**config.mk**
```make
export PLATFORM = sky130hd
export DESIGN_NAME = ex_result_buffer_flat
export DESIGN_NICKNAME = d
export VERILOG_FILES = /design/src/rtl/ex_result_buffer_if.sv /design/src/rtl/ex_result_buffer.sv /design/src/flat_wrapper.sv
export SDC_FILE = /design/constraint.sdc
export NUM_CORES = 1
export LEC_CHECK = 0
export BUFFER_PORTS_ARGS = -buffer_cell sky130_fd_sc_hd__buf_2
export CORE_ASPECT_RATIO = 0.6
export CORE_MARGIN = 2
export CORE_UTILIZATION = 30
export DETAILED_ROUTE_END_ITERATION = 8
export HOLD_SLACK_MARGIN = 0.08
export SETUP_SLACK_MARGIN = 0.05
export SLEW_MARGIN = 25
export SYNTH_ARGS = -nofsm -noshare
export SYNTH_HDL_FRONTEND = slang
export SYNTH_SLANG_ARGS = --single-unit
```
**constraint.sdc**
```tcl
create_clock -name clk -period 12.2 [get_ports clk]
set_clock_uncertainty 0.2 [all_clocks]
set_input_delay 0 -clock clk [delete_from_list [all_inputs] [get_ports clk]]
set_output_delay 0 -clock clk [all_outputs]
set_load 0.05 [all_outputs]
```
**src/rtl/ex_result_buffer_if.sv**
```systemverilog
// ex_result_buffer_if: execute-to-memory result handshake plus decode forwarding lookup.
interface ex_result_buffer_if #(
    parameter int size = 32
);
    logic            flush;
    logic            in_valid;
    logic            in_ready;
    logic [size-1:0] in_result;
    logic [4:0]      in_rd;
    logic            in_we;
    logic            out_valid;
    logic            out_ready;
    logic [size-1:0] out_result;
    logic [4:0]      out_rd;
    logic            out_we;
    logic [4:0]      fwd_rs1;
    logic [4:0]      fwd_rs2;
    logic            fwd_hit1;
    logic            fwd_hit2;
    logic [size-1:0] fwd_data1;
    logic [size-1:0] fwd_data2;
    logic [1:0]      count;

    modport master (
        output flush, in_valid, in_result, in_rd, in_we, out_ready, fwd_rs1, fwd_rs2,
        input  in_ready, out_valid, out_result, out_rd, out_we, fwd_hit1, fwd_hit2,
               fwd_data1, fwd_data2, count
    );

    modport slave (
        input  flush, in_valid, in_result, in_rd, in_we, out_ready, fwd_rs1, fwd_rs2,
        output in_ready, out_valid, out_result, out_rd, out_we, fwd_hit1, fwd_hit2,
               fwd_data1, fwd_data2, count
    );
endinterface

```
**src/rtl/ex_result_buffer.sv**
```systemverilog
// ex_result_buffer: two-entry result FIFO between execute and memory with forwarding lookup.
module ex_result_buffer #(
    parameter int size  = 32,
    parameter int depth = 2
) (
    input  logic               clk,
    input  logic               rst_n,
    ex_result_buffer_if.slave  bus
);
    logic [size-1:0] r_result [0:1];
    logic [4:0]      r_rd     [0:1];
    logic [1:0]      r_we;
    logic            r_head;
    logic            r_tail;
    logic [1:0]      r_count;

    logic w_push, w_pop, w_yi, w_occ_o, w_occ_y;
    logic w_o1, w_y1, w_o2, w_y2;

    assign bus.in_ready  = r_count != 2'(depth);
    assign bus.out_valid = r_count != 2'd0;
    assign bus.count     = r_count;
    assign w_push = bus.in_valid && bus.in_ready && !bus.flush;
    assign w_pop  = bus.out_valid && bus.out_ready && !bus.flush;

    always_comb begin
        bus.out_result = bus.out_valid ? r_result[r_head] : '0;
        bus.out_rd     = bus.out_valid ? r_rd[r_head] : '0;
        bus.out_we     = bus.out_valid ? r_we[r_head] : 1'b0;
    end

    // The younger entry sits just behind the tail, i.e. the slot after the head when full.
    assign w_yi    = ~r_head;
    assign w_occ_o = r_count != 2'd0;
    assign w_occ_y = r_count == 2'd2;
    assign w_o1 = w_occ_o && r_we[r_head] && r_rd[r_head] == bus.fwd_rs1 && |bus.fwd_rs1;
    assign w_y1 = w_occ_y && r_we[w_yi]   && r_rd[w_yi]   == bus.fwd_rs1 && |bus.fwd_rs1;
    assign w_o2 = w_occ_o && r_we[r_head] && r_rd[r_head] == bus.fwd_rs2 && |bus.fwd_rs2;
    assign w_y2 = w_occ_y && r_we[w_yi]   && r_rd[w_yi]   == bus.fwd_rs2 && |bus.fwd_rs2;

    always_comb begin
        bus.fwd_hit1  = w_o1 || w_y1;
        bus.fwd_hit2  = w_o2 || w_y2;
        bus.fwd_data1 = w_y1 ? r_result[w_yi] : w_o1 ? r_result[r_head] : '0;
        bus.fwd_data2 = w_y2 ? r_result[w_yi] : w_o2 ? r_result[r_head] : '0;
    end

    always_ff @(posedge clk) begin
        if (!rst_n) begin
            for (int i = 0; i < 2; i++) begin
                r_result[i] <= '0;
                r_rd[i]     <= '0;
            end
            r_we    <= '0;
            r_head  <= 1'b0;
            r_tail  <= 1'b0;
            r_count <= 2'd0;
        end else if (bus.flush) begin
            r_head  <= 1'b0;
            r_tail  <= 1'b0;
            r_count <= 2'd0;
        end else begin
            if (w_push) begin
                r_result[r_tail] <= bus.in_result;
                r_rd[r_tail]     <= bus.in_rd;
                r_we[r_tail]     <= bus.in_we;
                r_tail           <= ~r_tail;
            end
            if (w_pop)
                r_head <= ~r_head;
            r_count <= r_count + {1'b0, w_push} - {1'b0, w_pop};
        end
    end
endmodule

```
**src/flat_wrapper.sv**
```systemverilog
// flat-port wrapper written by rule: the top's interface ports become plain ports
module ex_result_buffer_flat 
#(
    parameter int size  = 32,
    parameter int depth = 2
)
  (clk, rst_n, bus_flush, bus_in_valid, bus_in_result, bus_in_rd, bus_in_we, bus_out_ready, bus_fwd_rs1, bus_fwd_rs2, bus_in_ready, bus_out_valid, bus_out_result, bus_out_rd, bus_out_we, bus_fwd_hit1, bus_fwd_hit2, bus_fwd_data1, bus_fwd_data2, bus_count);
  ex_result_buffer_if #(.size(size)) bus_i ();
  input  logic clk;
  input  logic rst_n;
  input wire logic [$bits(bus_i.flush)-1:0] bus_flush;
  input wire logic [$bits(bus_i.in_valid)-1:0] bus_in_valid;
  input wire logic [$bits(bus_i.in_result)-1:0] bus_in_result;
  input wire logic [$bits(bus_i.in_rd)-1:0] bus_in_rd;
  input wire logic [$bits(bus_i.in_we)-1:0] bus_in_we;
  input wire logic [$bits(bus_i.out_ready)-1:0] bus_out_ready;
  input wire logic [$bits(bus_i.fwd_rs1)-1:0] bus_fwd_rs1;
  input wire logic [$bits(bus_i.fwd_rs2)-1:0] bus_fwd_rs2;
  output wire logic [$bits(bus_i.in_ready)-1:0] bus_in_ready;
  output wire logic [$bits(bus_i.out_valid)-1:0] bus_out_valid;
  output wire logic [$bits(bus_i.out_result)-1:0] bus_out_result;
  output wire logic [$bits(bus_i.out_rd)-1:0] bus_out_rd;
  output wire logic [$bits(bus_i.out_we)-1:0] bus_out_we;
  output wire logic [$bits(bus_i.fwd_hit1)-1:0] bus_fwd_hit1;
  output wire logic [$bits(bus_i.fwd_hit2)-1:0] bus_fwd_hit2;
  output wire logic [$bits(bus_i.fwd_data1)-1:0] bus_fwd_data1;
  output wire logic [$bits(bus_i.fwd_data2)-1:0] bus_fwd_data2;
  output wire logic [$bits(bus_i.count)-1:0] bus_count;
  assign bus_i.flush = bus_flush;
  assign bus_i.in_valid = bus_in_valid;
  assign bus_i.in_result = bus_in_result;
  assign bus_i.in_rd = bus_in_rd;
  assign bus_i.in_we = bus_in_we;
  assign bus_i.out_ready = bus_out_ready;
  assign bus_i.fwd_rs1 = bus_fwd_rs1;
  assign bus_i.fwd_rs2 = bus_fwd_rs2;
  assign bus_in_ready = bus_i.in_ready;
  assign bus_out_valid = bus_i.out_valid;
  assign bus_out_result = bus_i.out_result;
  assign bus_out_rd = bus_i.out_rd;
  assign bus_out_we = bus_i.out_we;
  assign bus_fwd_hit1 = bus_i.fwd_hit1;
  assign bus_fwd_hit2 = bus_i.fwd_hit2;
  assign bus_fwd_data1 = bus_i.fwd_data1;
  assign bus_fwd_data2 = bus_i.fwd_data2;
  assign bus_count = bus_i.count;
  ex_result_buffer #(.size(size), .depth(depth)) u_core (.clk(clk), .rst_n(rst_n), .bus(bus_i));
endmodule
```
# Word level (Yosys, flattened, before mapping)
# Memories as Yosys holds them, arrays and structs flattened. A register that Yosys moved wholly into a read port is not among the register bits.
# Cells that the tools add are included.
[totals] ff_bits=6 latch_bits=0 mem_bits_rw=74 romBits=0 input_bits=53 word_cells=76 n_memories=2
[memory_table] name="u_core.r_result" depth=2 word_bits=32 read_ports=2 rd_ports_with_merged_regs=1 write_ports=2 line_no="ex_result_buffer.sv:10" text="logic [size-1:0] r_result [0:1];"
[memory_table] name="u_core.r_rd" depth=2 word_bits=5 read_ports=2 rd_ports_with_merged_regs=1 write_ports=2 line_no="ex_result_buffer.sv:11" text="logic [4:0] r_rd [0:1];"
[op_classes] addsub=2 multipliers=0 div=0 n_lt_le_gt_ge=4 eq_ne=6 n_shift=0 n_mux=29 bitwise_logic=4 reduce_logical=25
[op_table] op="two-way mux 32 bit" count=6
[op_table] op="OR reduction 32 bit" count=1
[op_table] op="== test 5 bit" count=4
[op_table] op="two-way mux 1 bit" count=19
[op_table] op="logical AND 1 bit" count=15
[op_table] op="OR reduction 5 bit" count=3
[op_table] op="two-way mux 5 bit" count=2
[op_table] op="less-than comparator 1 x 2 -> 1 bit (second input constant)" count=3
[op_table] op="inverter 1 bit" count=4
[op_table] op="adder 2 x 1 -> 2 bit" count=1
[op_table] op="bitwise mux 2 bit" count=1
[op_table] op="== test 2 bit (second input constant)" count=1
[op_table] op="logical OR 1 bit" count=2
[op_table] op="!= test 2 bit (second input constant)" count=1
[op_table] op="AND reduction 2 bit" count=1
[op_table] op="nonzero test 2 bit" count=1
[op_table] op="OR reduction 2 bit" count=1
[op_table] op="subtractor 2 x 1 -> 2 bit" count=1
[op_table] op="demux 1 bit (select 1 bit)" count=1
[op_table] op="greater-or-equal comparator 1 bit (second input constant)" count=1
[op_table] op="zero test 1 bit" count=1

# Longest topological paths before layout
# Gate-level depths: netlist of the first run.
[logic_depth] word_depth=9 depth_mapped=10 depth_no_buf=10

# Least setup slack after synthesis of the first run
# Ideal clock, no wire load.
[synth_timing] path_kind="flip-flop to flip-flop" startpoint="reg u_core.r_count[0] (netlist: u_core.bus.count[0])" endpoint="mem u_core.r_rd[0][0] (enable)" t_arrival_ns=3.884 path_slack_ns=7.632 path_stages_with_launch=5 synth_period_minus_slack_ns=4.568 cell_sequence="dfxtp_1 > nor2b_1 > nor3b_2 > inv_1 > o21ai_0"
[synth_rtl] element="start, declared" line_no="ex_result_buffer.sv:15" text="logic [1:0] r_count;"
[synth_rtl] element="start signal, assigned" line_no="ex_result_buffer.sv:71" text="r_count <= r_count + {1'b0, w_push} - {1'b0, w_pop};"
[synth_rtl] element="end, declared" line_no="ex_result_buffer.sv:11"

# Worst setup path in the final report of the first run
[layout_timing] startpoint="reg u_core.r_head" endpoint="out bus_fwd_data1[0]"
[layout_via] elab_chain_len=7 word_cells_on_any_way=16 classes_between="eq/ne (1); mux (6); bitwise (1); reduce/logical (6); memory (2)"
[layout_rtl] element="start, declared" line_no="ex_result_buffer.sv:13" text="logic r_head;"
[layout_rtl] element="start signal, assigned" line_no="ex_result_buffer.sv:70" text="r_head <= ~r_head;"
[layout_rtl] element="branches (longest 6 deep; another with memory read (2 x 5 bit))"
[layout_rtl] element="two-way mux 32 bit *" line_no="ex_result_buffer.sv:44" text="bus.fwd_data1 = w_y1 ? r_result[w_yi] : w_o1 ? r_result[r_head] : '0;"
[layout_rtl] element="end, declared" line_no="flat_wrapper.sv:26" text="output wire logic [$bits(bus_i.fwd_data1)-1:0] bus_fwd_data1;"
# Mark *: on every way between the ends. The select of a mux whose other input is x is not followed.

==> results of run 1 <==
==> flip-flops by register name, indices dropped and copies added, names as in the netlist, named ones only <==
register,count
u_core.r_we,2
u_core.bus.count,2
u_core.r_tail,1
u_core.r_result,64
u_core.r_head,1
u_core.r_rd,10
==> power groups by stage <==
| stage | sequential [µW] | combinational [µW] | clock, µW |
|---|---|---|---|
| detailed placement | 334 | 95.9 | 0 |
| floorplan | 331 | 60.6 | 0 |
| global placement | 333 | 93.8 | 0 |
| finish | 327 | 107 | 307 |
| CTS | 328 | 107 | 312 |
| global route | 329 | 115 | 322 |
==> kinds of logic (layout without fill, tap and decap cells) <==
family                     Yosys count  count (layout)  share of synthesized area
and+or+nand+nor                    206             206                      0.215
buffers and inverters               45             234                     0.0401
DFF                                 81              81                      0.425
adders and majority gates            2               2                    0.00450
muxes                              140             140                      0.265
AOI/OAI and AO/OA                    8               8                     0.0126
xor gates and xnor gates            24              24                     0.0378
==> tightest hold or removal path: cells and delay by family <==
kind | cells | cell delay (ns)
adders and majority gates | 1 | 0.29
and+or+nand+nor | 2 | 0.22
buffers and inverters | 2 | 0.14
==> area by class of cell <==
class / instances / area, µm²
timing repair buffer: 213 / 1310
clock buffer: 9 / 225
tap: 240 / 300
sequential: 81 / 2370
fill: 1770 / 10800
inverter: 7 / 26.3
clock inverter: 5 / 106
multi-input combinational: 380 / 3010
==> stage by stage <==
step           power, µW  cell area (µm²)  setup slack [ns]  hold slack [ns]  instances
2_1_floorplan        392             5550              7.63          -0.0742        506
3_3_place_gp         427             6580              7.91           0.0320        878
3_5_place_dp         430             6580              7.83           0.0541        878
4_1_cts              747             7340              7.45            0.160        935
5_1_grt              767             7340              7.26            0.192        935
6_report             741             7340              7.51            0.167        935
==> layout by cell type (no fill, tap or decap), drive strengths merged <==
cell,Yosys,layout
mux2,33,33
or4,4,4
o211ai,2,2
nor2b,1,1
and3,1,1
a21o,1,1
nand3,62,62
o21ai,1,1
and2,106,106
edfxtp,74,74
o2111a,2,2
nor3,2,2
nor3b,3,3
nand2,6,6
clkbuf,25,9
mux2i,107,107
dfxtp,7,7
clkinvlp,0,1
xnor2,14,14
clkinv,0,1
a2bb2o,1,1
nand4,3,3
ha,2,2
inv,7,7
nor4,1,1
buf,13,170
bufinv,0,3
nor2,16,16
dlygate4sd3,0,43
a32o,1,1
xor2,10,10
nand2b,1,1
==> worst max-delay path by stage <==
stage,cells past startpoint,slack [ns],endpoint,startpoint
floorplan,4,7.63,u_core.r_rd[0][0],u_core.bus.count[0]
global placement,8,7.91,bus_fwd_data1[0],u_core.r_head
detailed placement,8,7.83,bus_fwd_data1[0],u_core.r_head
CTS,8,7.45,bus_fwd_data1[0],u_core.r_head
global route,8,7.26,bus_fwd_data1[0],u_core.r_head
finish,8,7.51,bus_fwd_data1[0],u_core.r_head
==> routing by layer <==
layer  GRT usage  vias up
li1            -     2180
met1       0.227     2275
met2       0.297      153
met3      0.0424       16
met4      0.0470        0
met5           0        -
==> summary.md, run 1 <==
| Metric | Value |
|---|---|
| Part of the power in registers | `0.442` |
| Row cnt | `38` |
| Placer Congestion | `0.828` |
| Slowest-stage cell, CP | `dfxtp_2` |
| Reg2Reg Setup Slack | `9.72 ns` |
| Die Width | `180 µm` |
| Worst slew pin tran | `1.05 ns` |
| Hold Crit Depth | `5` |
| Leading area contributor after synthesis | `edfxtp_1` |
| Top FF cell, synth | `edfxtp_1` |
| First-pass DRT Iterations | `4` |
| Yosys warns | `0` |
| Status | `complete, no violations` |
| Gate power share | `0.144` |
| CTS tree | `built` |
| Initial antenna violation count | `0` |
| Pwr per Cell Area | `101 mW/mm²` |
| CP Data Required Time | `12.00 ns` |
| Number of max-cap violations | `0` |
| Port Buffers | `160` |
| Post-synth ARST share | `0` |
| Clock Latency Late Sink | `0.33 ns` |
| Initial DRC count | `270` |
| R2r worst-path depth | `6` |
| Synth Instances | `506` |
| Largest net degree at the start of global routing | `39` |
| Routed wl met3 | `994 µm` |
| Clock Path Buffers | `2` |
| Tcrit/Tclk final | `0.384` |
| N_diodes | `0` |
| Minimum clock period | `4.69 ns` |
| Worst vdd rail ir drop | `0.0551 mV` |
| Switch share | `0.248` |
| Post-DP HPWL | `11800 µm` |
| Count of cells resized by post-cts repair | `0` |
| Vias in the first global route | `4762` |
| Htree depth | `3` |
| WL met2 | `8010 µm` |
| First-pass GRT wire length | `26500 µm` |
| Final-report max-slew violation count | `0` |
| Die Y-Extent | `109 µm` |
| Top Metal Used | `met4` |
| Post-CTS Setup Inserts | `0` |
| Syn_nets | `561` |
| I/O Pins | `161` |
| Nets@finish | `747` |
| Worst path cell trace | `buf_4 > mux2i_4 > xnor2_1 > or4_4 > nor3_4 > buf_4 > mux2i_1 > buf_2` |
| Delay-heaviest family, CP | `simple AND/OR/NAND/NOR gates` |
| CTS buffer count | `9` |
| Drt total wl | `17500 µm` |
| WL met1 | `8230 µm` |
| Starting Density | `0.307` |
| Top cells by count, synth | `and2_1, mux2i_1, edfxtp_1` |
| Remaining Overflow, GRT | `0` |
| Crit Path Max Fanout | `22` |
| Critical Path End Type | `output pin` |
| Setup TNS | `0 ns` |
| CP peak stage delay | `0.82 ns` |
| Finish-stage setup viols | `0` |
| Clock share of power | `0.414` |
| Reg-to-reg endpoint | `u_core.r_we[1]` |
| Clk sinks | `81` |
| RSZ-0062 raised after global routing | `no` |
| Bufs and invs on worst path | `3` |
| Worst Hold End | `u_core.bus.count[0]` |
| # hold bufs at CTS | `43` |
| Sw power | `184 µW` |
| Post-synthesis sequential area ratio | `0.425` |
| CTS root buf | `clkbuf_16` |
| Crit-path most repeated cell | `buf_4` |
| Lkg Pwr | `0.00320 µW` |
| Post-layout util | `0.405` |
| Int Power | `557 µW` |
| Clk slew on worst S/H paths | `0.06 ns` |
| Post-synth EDFFs | `74` |
| Syn-to-layout area delta | `32.2%` |
| Most area-consuming cells after synthesis | `edfxtp_1, mux2i_1, and2_1` |
| CP Launch Type | `flop` |
| FMAX | `213 MHz` |
| GRT Total Usage | `0.176` |
| Die Footprint | `0.0197 mm²` |
| DR vias | `4624` |
| Post-synth top area share | `0.400` |
| Syn Area/Cell | `11.0 µm²` |
| Worst r2r src | `u_core.bus.count[1]` |
| Relative slew slack | `0.300` |
| DR WL/cell | `18.7 µm` |
| CP Class | `flop to output pin` |
| Mapped cell area | `0.00555 mm²` |
| Hold Startpoint | `bus_in_valid` |
| Vias per cell | `4.95` |
| Fin. Hold Viols | `0` |
| Synth unique cells | `36` |
| #FFs+latches synth | `81` |
| Core box area | `0.0181 mm²` |
| Drt drc | `0` |
| Top-count cell post-synth | `and2_1` |
| Antenna Nets Post-Route | `0` |
| Layout cells sized above 1 | `0.331` |
| Tightest Hold Check Type | `primary input to flop` |
| CP arrival | `4.49 ns` |
Power figures use the tool's default switching activity.
==> run 2: changes to the inputs <==
- clock period: 12.2 -> 3.95 ns (I/O delays scaled with it)
==> run 2 against run 1 <==
Against the previous run:
- flip-flop and latch count did not move
- critical path depth fell by 1
- global-route usage up 0.52 points
- largest cell class unchanged
- clock power grew to 2.9 times the previous value
- cell count rose by 0.96%
- cell area grew 0.46%
- sequential share of layout area is 0.18 points lower
- core utilization up 0.19 points
- sequential power rose to 3.1 times the previous value
- critical path type unchanged
==> summary.md, run 2 (synthesis gave the netlist of run 1 again) <==
| Metric | Value |
|---|---|
| Status | `complete, no violations (unchanged)` |
| Placer Congestion | `0.849 (was 0.828)` |
| Minimum clock period | `3.55 ns` |
| # hold bufs at CTS | `44 (was 43)` |
| Initial DRC count | `292 (was 270)` |
| Worst path cell trace | `mux2i_1 > xor2_1 > nor3b_4 > buf_4 > nand3_1 > mux2i_1 > buf_2 (was buf_4 > mux2i_4 > xnor2_1 > or4_4 > nor3_4 > buf_4 > mux2i_1 > buf_2)` |
| Clock Path Buffers | `2 (unchanged)` |
| Worst hold margin | `0.230 ns (was 0.167 ns)` |
| Placed cell count | `884 (was 878)` |
| R2r worst-path depth | `6 (unchanged)` |
| Reg-to-reg endpoint | `u_core.r_we[1] (unchanged)` |
| Final-report max-slew violation count | `0 (unchanged)` |
| Most frequent cells in the layout | `buf_2, and2_1, mux2i_1, edfxtp_1, nand3_1 (unchanged)` |
| First-pass DRT Iterations | `7 (was 4)` |
| Slowest-stage cell, CP | `dfxtp_2 (unchanged)` |
| DR vias | `4638 (was 4624)` |
| Worst r2r src | `u_core.bus.count[1] (unchanged)` |
| Post-DP HPWL | `12100 µm (was 11800 µm)` |
| Relative slew slack | `0.401 (was 0.300)` |
| Initial antenna violation count | `0 (unchanged)` |
| First-pass GRT wire length | `27300 µm (was 26500 µm)` |
| Worst vdd rail ir drop | `0.152 mV (was 0.0551 mV)` |
| Non-Filler Instances | `944 (was 935)` |
| Vias per cell | `4.91 (was 4.95)` |
| Max reg flops | `64 (unchanged)` |
| Register bank with the most flops | `u_core.r_result (unchanged)` |
| Remaining Overflow, GRT | `0 (unchanged)` |
| Syn-to-layout area delta | `32.8% (was 32.2%)` |
| M1 GR Usage | `0.237 (was 0.227)` |
| Row cnt | `38 (unchanged)` |
| Clk sinks | `81 (unchanged)` |
| Port Buffers | `160 (unchanged)` |
| CP peak stage delay | `0.63 ns (was 0.82 ns)` |
| Routing usage on met3 | `0.0361 (was 0.0424)` |
| CP Data Required Time | `3.75 ns (was 12.00 ns)` |
| CP Launch Type | `flop (unchanged)` |
| Count of cells resized by post-cts repair | `0 (unchanged)` |
| Drt total wl | `17800 µm (was 17500 µm)` |
| RSZ-0062 raised after global routing | `no (unchanged)` |
| Htree depth | `3 (unchanged)` |
| Pwr per Cell Area | `301 mW/mm² (was 101 mW/mm²)` |
| Die Width | `180 µm (unchanged)` |
| Die Footprint | `0.0197 mm² (unchanged)` |
| Lkg Pwr | `0.00323 µW (was 0.00320 µW)` |
| CTS root buf | `clkbuf_16 (unchanged)` |
| DR WL/cell | `18.9 µm (was 18.7 µm)` |
| Hold Startpoint | `bus_in_we (was bus_in_valid)` |
| GRT Total Usage | `0.181 (was 0.176)` |
| Drt drc | `0 (unchanged)` |
| Core box area | `0.0181 mm² (unchanged)` |
| Starting Density | `0.307 (unchanged)` |
| FMAX | `282 MHz` |
| Nets@finish | `754 (was 747)` |
| Finish-stage setup viols | `0 (unchanged)` |
| Post-CTS Setup Inserts | `0 (unchanged)` |
| Tightest Hold Check Type | `primary input to flop (unchanged)` |
| Worst slew pin tran | `0.897 ns (was 1.05 ns)` |
| Largest registers | `u_core.r_result (64), u_core.r_rd (10) (unchanged)` |
| Fin. Hold Viols | `0 (unchanged)` |
| Layout cells sized above 1 | `0.338 (was 0.331)` |
| Number of max-cap violations | `0 (unchanged)` |
| Met2 Track Usage GR | `0.306 (was 0.297)` |
| Setup TNS | `0 ns (unchanged)` |
| CP Class | `flop to output pin (unchanged)` |
| Critical Path End Type | `output pin (unchanged)` |
| GR peak layer | `met2 (unchanged)` |
| CTS tree | `built (unchanged)` |
| Vias in the first global route | `4967 (was 4762)` |
| Most common cell after layout, fill and taps aside | `buf_2 (unchanged)` |
| Die Y-Extent | `109 µm (unchanged)` |
| CTS buffer count | `9 (unchanged)` |
| Reg2Reg Setup Slack | `1.44 ns (was 9.72 ns)` |
| Crit Path Max Fanout | `23 (was 22)` |
| Clk slew on worst S/H paths | `0.06 ns (about the same)` |
| Critical path capture point | `bus_fwd_data1[25] (was bus_fwd_data1[0])` |
| I/O Pins | `161 (unchanged)` |
| Clock Latency Late Sink | `0.33 ns (about the same)` |
| CP arrival | `3.35 ns (was 4.49 ns)` |
| Antenna Nets Post-Route | `0 (unchanged)` |
| Tcrit/Tclk final | `0.899` |
| Largest net degree at the start of global routing | `39 (unchanged)` |
| Crit-path most repeated cell | `mux2i_1 (was buf_4)` |
| N_diodes | `0 (unchanged)` |
[run 2: worst min-delay path by stage]
stage                     cells after the start  slack (ns)             end
after floorplan                               1       -0.07  u_core.r_we[1]
after global placement                        2        0.03  u_core.r_we[1]
after detailed placement                      2        0.04  u_core.r_we[1]
after CTS                                     3        0.22  u_core.r_we[0]
after global routing                          3        0.24  u_core.r_we[0]
final                                         3        0.23  u_core.r_we[0]
[run 2: power breakdown]
part | switching (µW) | leakage [µW] | total, µW | internal (µW)
Clock | 328 | 0.000152 | 878 | 550
Combinational | 209 | 0.00224 | 336 | 127
Sequential | 25.0 | 0.000830 | 1010 | 984
[run 2: routing by layer]
layer  routed length, µm  up-vias
met4                 263        0
met2                8080      162
met3                1010       17
met5                   0        -
li1                    -     2198
met1                8460     2261
[run 2: final cells by class]
class / instances / area (µm²)
Multi-Input combinational cell: 380 / 3010
Fill cell: 1782 / 10700
Sequential cell: 81 / 2360
Inverter: 7 / 26.3
Timing Repair Buffer: 220 / 1360
Clock buffer: 10 / 229
Tap cell: 240 / 300
Clock inverter: 6 / 82.6
[run 2: critical path: cells and delay by family (launching register included)]
family,cells,cell delay (ns)
mux,2,0.79
simple gates,2,0.61
flops,1,0.63
buf+inv,2,0.74
xor+xnor,1,0.23
[run 2: per-stage QoR]
step | instance area [µm²] | util | setup slack [ns] | total power, µW
after global placement | 6620 | 0.366 | 0.809 | 1320
after floorplan | 5550 | - | 0.390 | 1210
after detailed placement | 6620 | 0.366 | 0.787 | 1330
after CTS | 7370 | 0.407 | 0.407 | 2240
after global routing | 7380 | 0.407 | 0.247 | 2300
final | 7380 | 0.407 | 0.399 | 2220
==> run 3: changes to the inputs <==
- REMOVE_ABC_BUFFERS: not set -> 1
==> run 3 against run 2 <==
Against the previous run:
- clock power shrank 14%
- non-clock buffer count shrank 1
- critical path depth is the same
- sequential share of layout area grew 0.17 points
- die area is the same
- cell count shrank 0.11%
- setup slack gained 0.092 ns
- combinational power grew 1%
- core utilization shrank 0.22 points
- critical path type unchanged
- critical endpoint is now bus_fwd_data1[6]
==> summary.md, run 3 (synthesis gave the netlist of run 1 again) <==
| Metric | Value |
|---|---|
| Lkg Pwr | `0.00321 µW (was 0.00323 µW)` |
| Post-DP HPWL | `12000 µm (was 12100 µm)` |
| Syn-to-layout area delta | `32.1% (was 32.8%)` |
| Register bank with the most flops | `u_core.r_result (unchanged)` |
| Post-layout util | `0.405 (was 0.407)` |
| FILL cells | `1778 (was 1782)` |
| I/O Pins | `161 (unchanged)` |
| Vias in the first global route | `4771 (was 4967)` |
| Most common cell after layout, fill and taps aside | `buf_2 (unchanged)` |
| Largest registers | `u_core.r_result (64), u_core.r_rd (10) (unchanged)` |
| Tcrit/Tclk final | `0.876 (was 0.899)` |
| Layout cells sized above 1 | `0.334 (was 0.338)` |
| Drt drc | `0 (unchanged)` |
| Switch share | `0.270 (was 0.253)` |
| Fin. Hold Viols | `0 (unchanged)` |
| Sw power | `568 µW (was 562 µW)` |
| Vias per cell | `4.94 (was 4.91)` |
| Minimum clock period | `3.46 ns (was 3.55 ns)` |
| DR vias | `4661 (was 4638)` |
| Hold Crit Depth | `5 (was 3)` |
| Non-Filler Instances | `943 (was 944)` |
| RSZ-0062 raised after global routing | `no (unchanged)` |
| Htree depth | `3 (unchanged)` |
| Clock Latency Late Sink | `0.33 ns (about the same)` |
| N_diodes | `0 (unchanged)` |
| Row cnt | `38 (unchanged)` |
| Post-CTS Setup Inserts | `0 (unchanged)` |
| Post-layout power | `2110 µW (was 2220 µW)` |
| Clk slew on worst S/H paths | `0.06 ns (about the same)` |
| Starting Density | `0.307 (unchanged)` |
| Tightest Hold Check Type | `primary input to flop (unchanged)` |
| CTS root buf | `clkbuf_16 (unchanged)` |
| Drt total wl | `17300 µm (was 17800 µm)` |
| R2r worst-path depth | `6 (unchanged)` |
| Die Y-Extent | `109 µm (unchanged)` |
| Count of cells resized by post-cts repair | `0 (unchanged)` |
| Core box area | `0.0181 mm² (unchanged)` |
| Pwr per Cell Area | `287 mW/mm² (was 301 mW/mm²)` |
| Worst Hold End | `u_core.bus.count[0] (was u_core.r_we[0])` |
| Most frequent cells in the layout | `buf_2, and2_1, mux2i_1, edfxtp_1, nand3_1 (unchanged)` |
| Die Width | `180 µm (unchanged)` |
| Clock Path Buffers | `2 (unchanged)` |
| Largest net degree at the start of global routing | `38 (was 39)` |
| Placed cell count | `884 (unchanged)` |
| Gate power share | `0.162 (was 0.151)` |
| Worst vdd rail ir drop | `0.164 mV (was 0.152 mV)` |
| Initial DRC count | `301 (was 292)` |
| First-pass DRT Iterations | `7 (unchanged)` |
| Clk sinks | `81 (unchanged)` |
| Worst hold margin | `0.164 ns (was 0.230 ns)` |
| DR WL/cell | `18.4 µm (was 18.9 µm)` |
| CTS tree | `built (unchanged)` |
| Clock share of power | `0.359 (was 0.395)` |
| Placed Area | `0.00664 mm² (was 0.00662 mm²)` |
| Int Power | `1540 µW (was 1660 µW)` |
| Final Instance Area | `0.00734 mm² (was 0.00738 mm²)` |
| Final-report max-slew violation count | `0 (unchanged)` |
| Reg2Reg Setup Slack | `1.05 ns (was 1.44 ns)` |
| FMAX | `289 MHz (was 282 MHz)` |
| Die Footprint | `0.0197 mm² (unchanged)` |
| GRT Total Usage | `0.178 (was 0.181)` |
| Remaining Overflow, GRT | `0 (unchanged)` |
| Status | `complete, no violations (unchanged)` |
| Worst slew pin tran | `0.767 ns (was 0.897 ns)` |
| CP arrival | `3.26 ns (was 3.35 ns)` |
| CTS buffer count | `9 (unchanged)` |
| CP Launch Type | `flop (unchanged)` |
| Hold Startpoint | `bus_in_valid (was bus_in_we)` |
| Number of max-cap violations | `0 (unchanged)` |
| Port Buffers | `160 (unchanged)` |
| Finish-stage setup viols | `0 (unchanged)` |
| Crit Path Max Fanout | `22 (was 23)` |
| Initial antenna violation count | `0 (unchanged)` |
| Relative slew slack | `0.487 (was 0.401)` |
| Nets@finish | `753 (was 754)` |
| Max reg flops | `64 (unchanged)` |
| CP Data Required Time | `3.75 ns (about the same)` |
| Critical Path End Type | `output pin (unchanged)` |
| Part of the power in registers | `0.479 (was 0.454)` |
| # hold bufs at CTS | `43 (was 44)` |
| Placer Congestion | `0.894 (was 0.849)` |
| CP Class | `flop to output pin (unchanged)` |
| Worst r2r src | `u_core.bus.count[1] (unchanged)` |
| Antenna Nets Post-Route | `0 (unchanged)` |
| Reg-to-reg endpoint | `u_core.r_we[1] (unchanged)` |
| First-pass GRT wire length | `26800 µm (was 27300 µm)` |
[run 3: metrics by stage]
step | setup slack, ns | setup TNS, ns
6_report | 0.491 | 0
5_1_grt | 0.263 | 0
4_1_cts | 0.473 | 0
3_5_place_dp | 0.843 | 0
3_3_place_gp | 0.889 | 0
2_1_floorplan | -1.00 | -88.15
[run 3: worst max path at each step]
stage / from / to / slack (ns)
after floorplan: u_core.r_head / bus_fwd_data1[0] / -1.00
after global placement: u_core.r_head / bus_fwd_data1[17] / 0.89
after detailed placement: flop / bus_fwd_data1[6] / 0.84
after CTS: flop / bus_fwd_data1[6] / 0.47
after global routing: u_core.r_head / bus_fwd_data2[17] / 0.26
final: u_core.r_head / bus_fwd_data1[6] / 0.49
[run 3: routing by layer]
layer  routed length, µm  global-route usage  up-vias  share of wire
met5                   0                   0        -              0
met4                 242              0.0499        0          0.014
met3                1070              0.0454       16          0.062
met2                7600               0.281      183           0.44
met1                8410               0.243     2264           0.49
li1                    -                   -     2198              -
[run 3: cell type report]
type | count | area [µm²] | share of cell area
Clock inverter | 6 | 33.8 | 0.00460
Multi-Input combinational cell | 380 | 3010 | 0.410
Inverter | 7 | 26.3 | 0.00358
Timing Repair Buffer | 219 | 1380 | 0.188
Clock buffer | 10 | 229 | 0.0312
Tap cell | 240 | 300 | 0.0409
Sequential cell | 81 | 2360 | 0.322
[run 3: power by group through the flow]
stage / clock network (µW) / logic [µW] / registers (µW)
floorplan: 0 / 177 / 1030
global placement: 0 / 298 / 1030
detailed placement: 0 / 306 / 1030
CTS: 773 / 339 / 1010
global route: 808 / 366 / 1020
finish: 756 / 341 / 1010
[run 3: worst max-delay path, cell delays in order, from the launching register on]
cell and delay (ns):
dfxtp_2 0.71, mux2i_4 0.36, xnor2_1 0.11, or4_4 0.55, nor3_4 0.17, buf_4 0.44, mux2i_1 0.27, buf_2 0.29
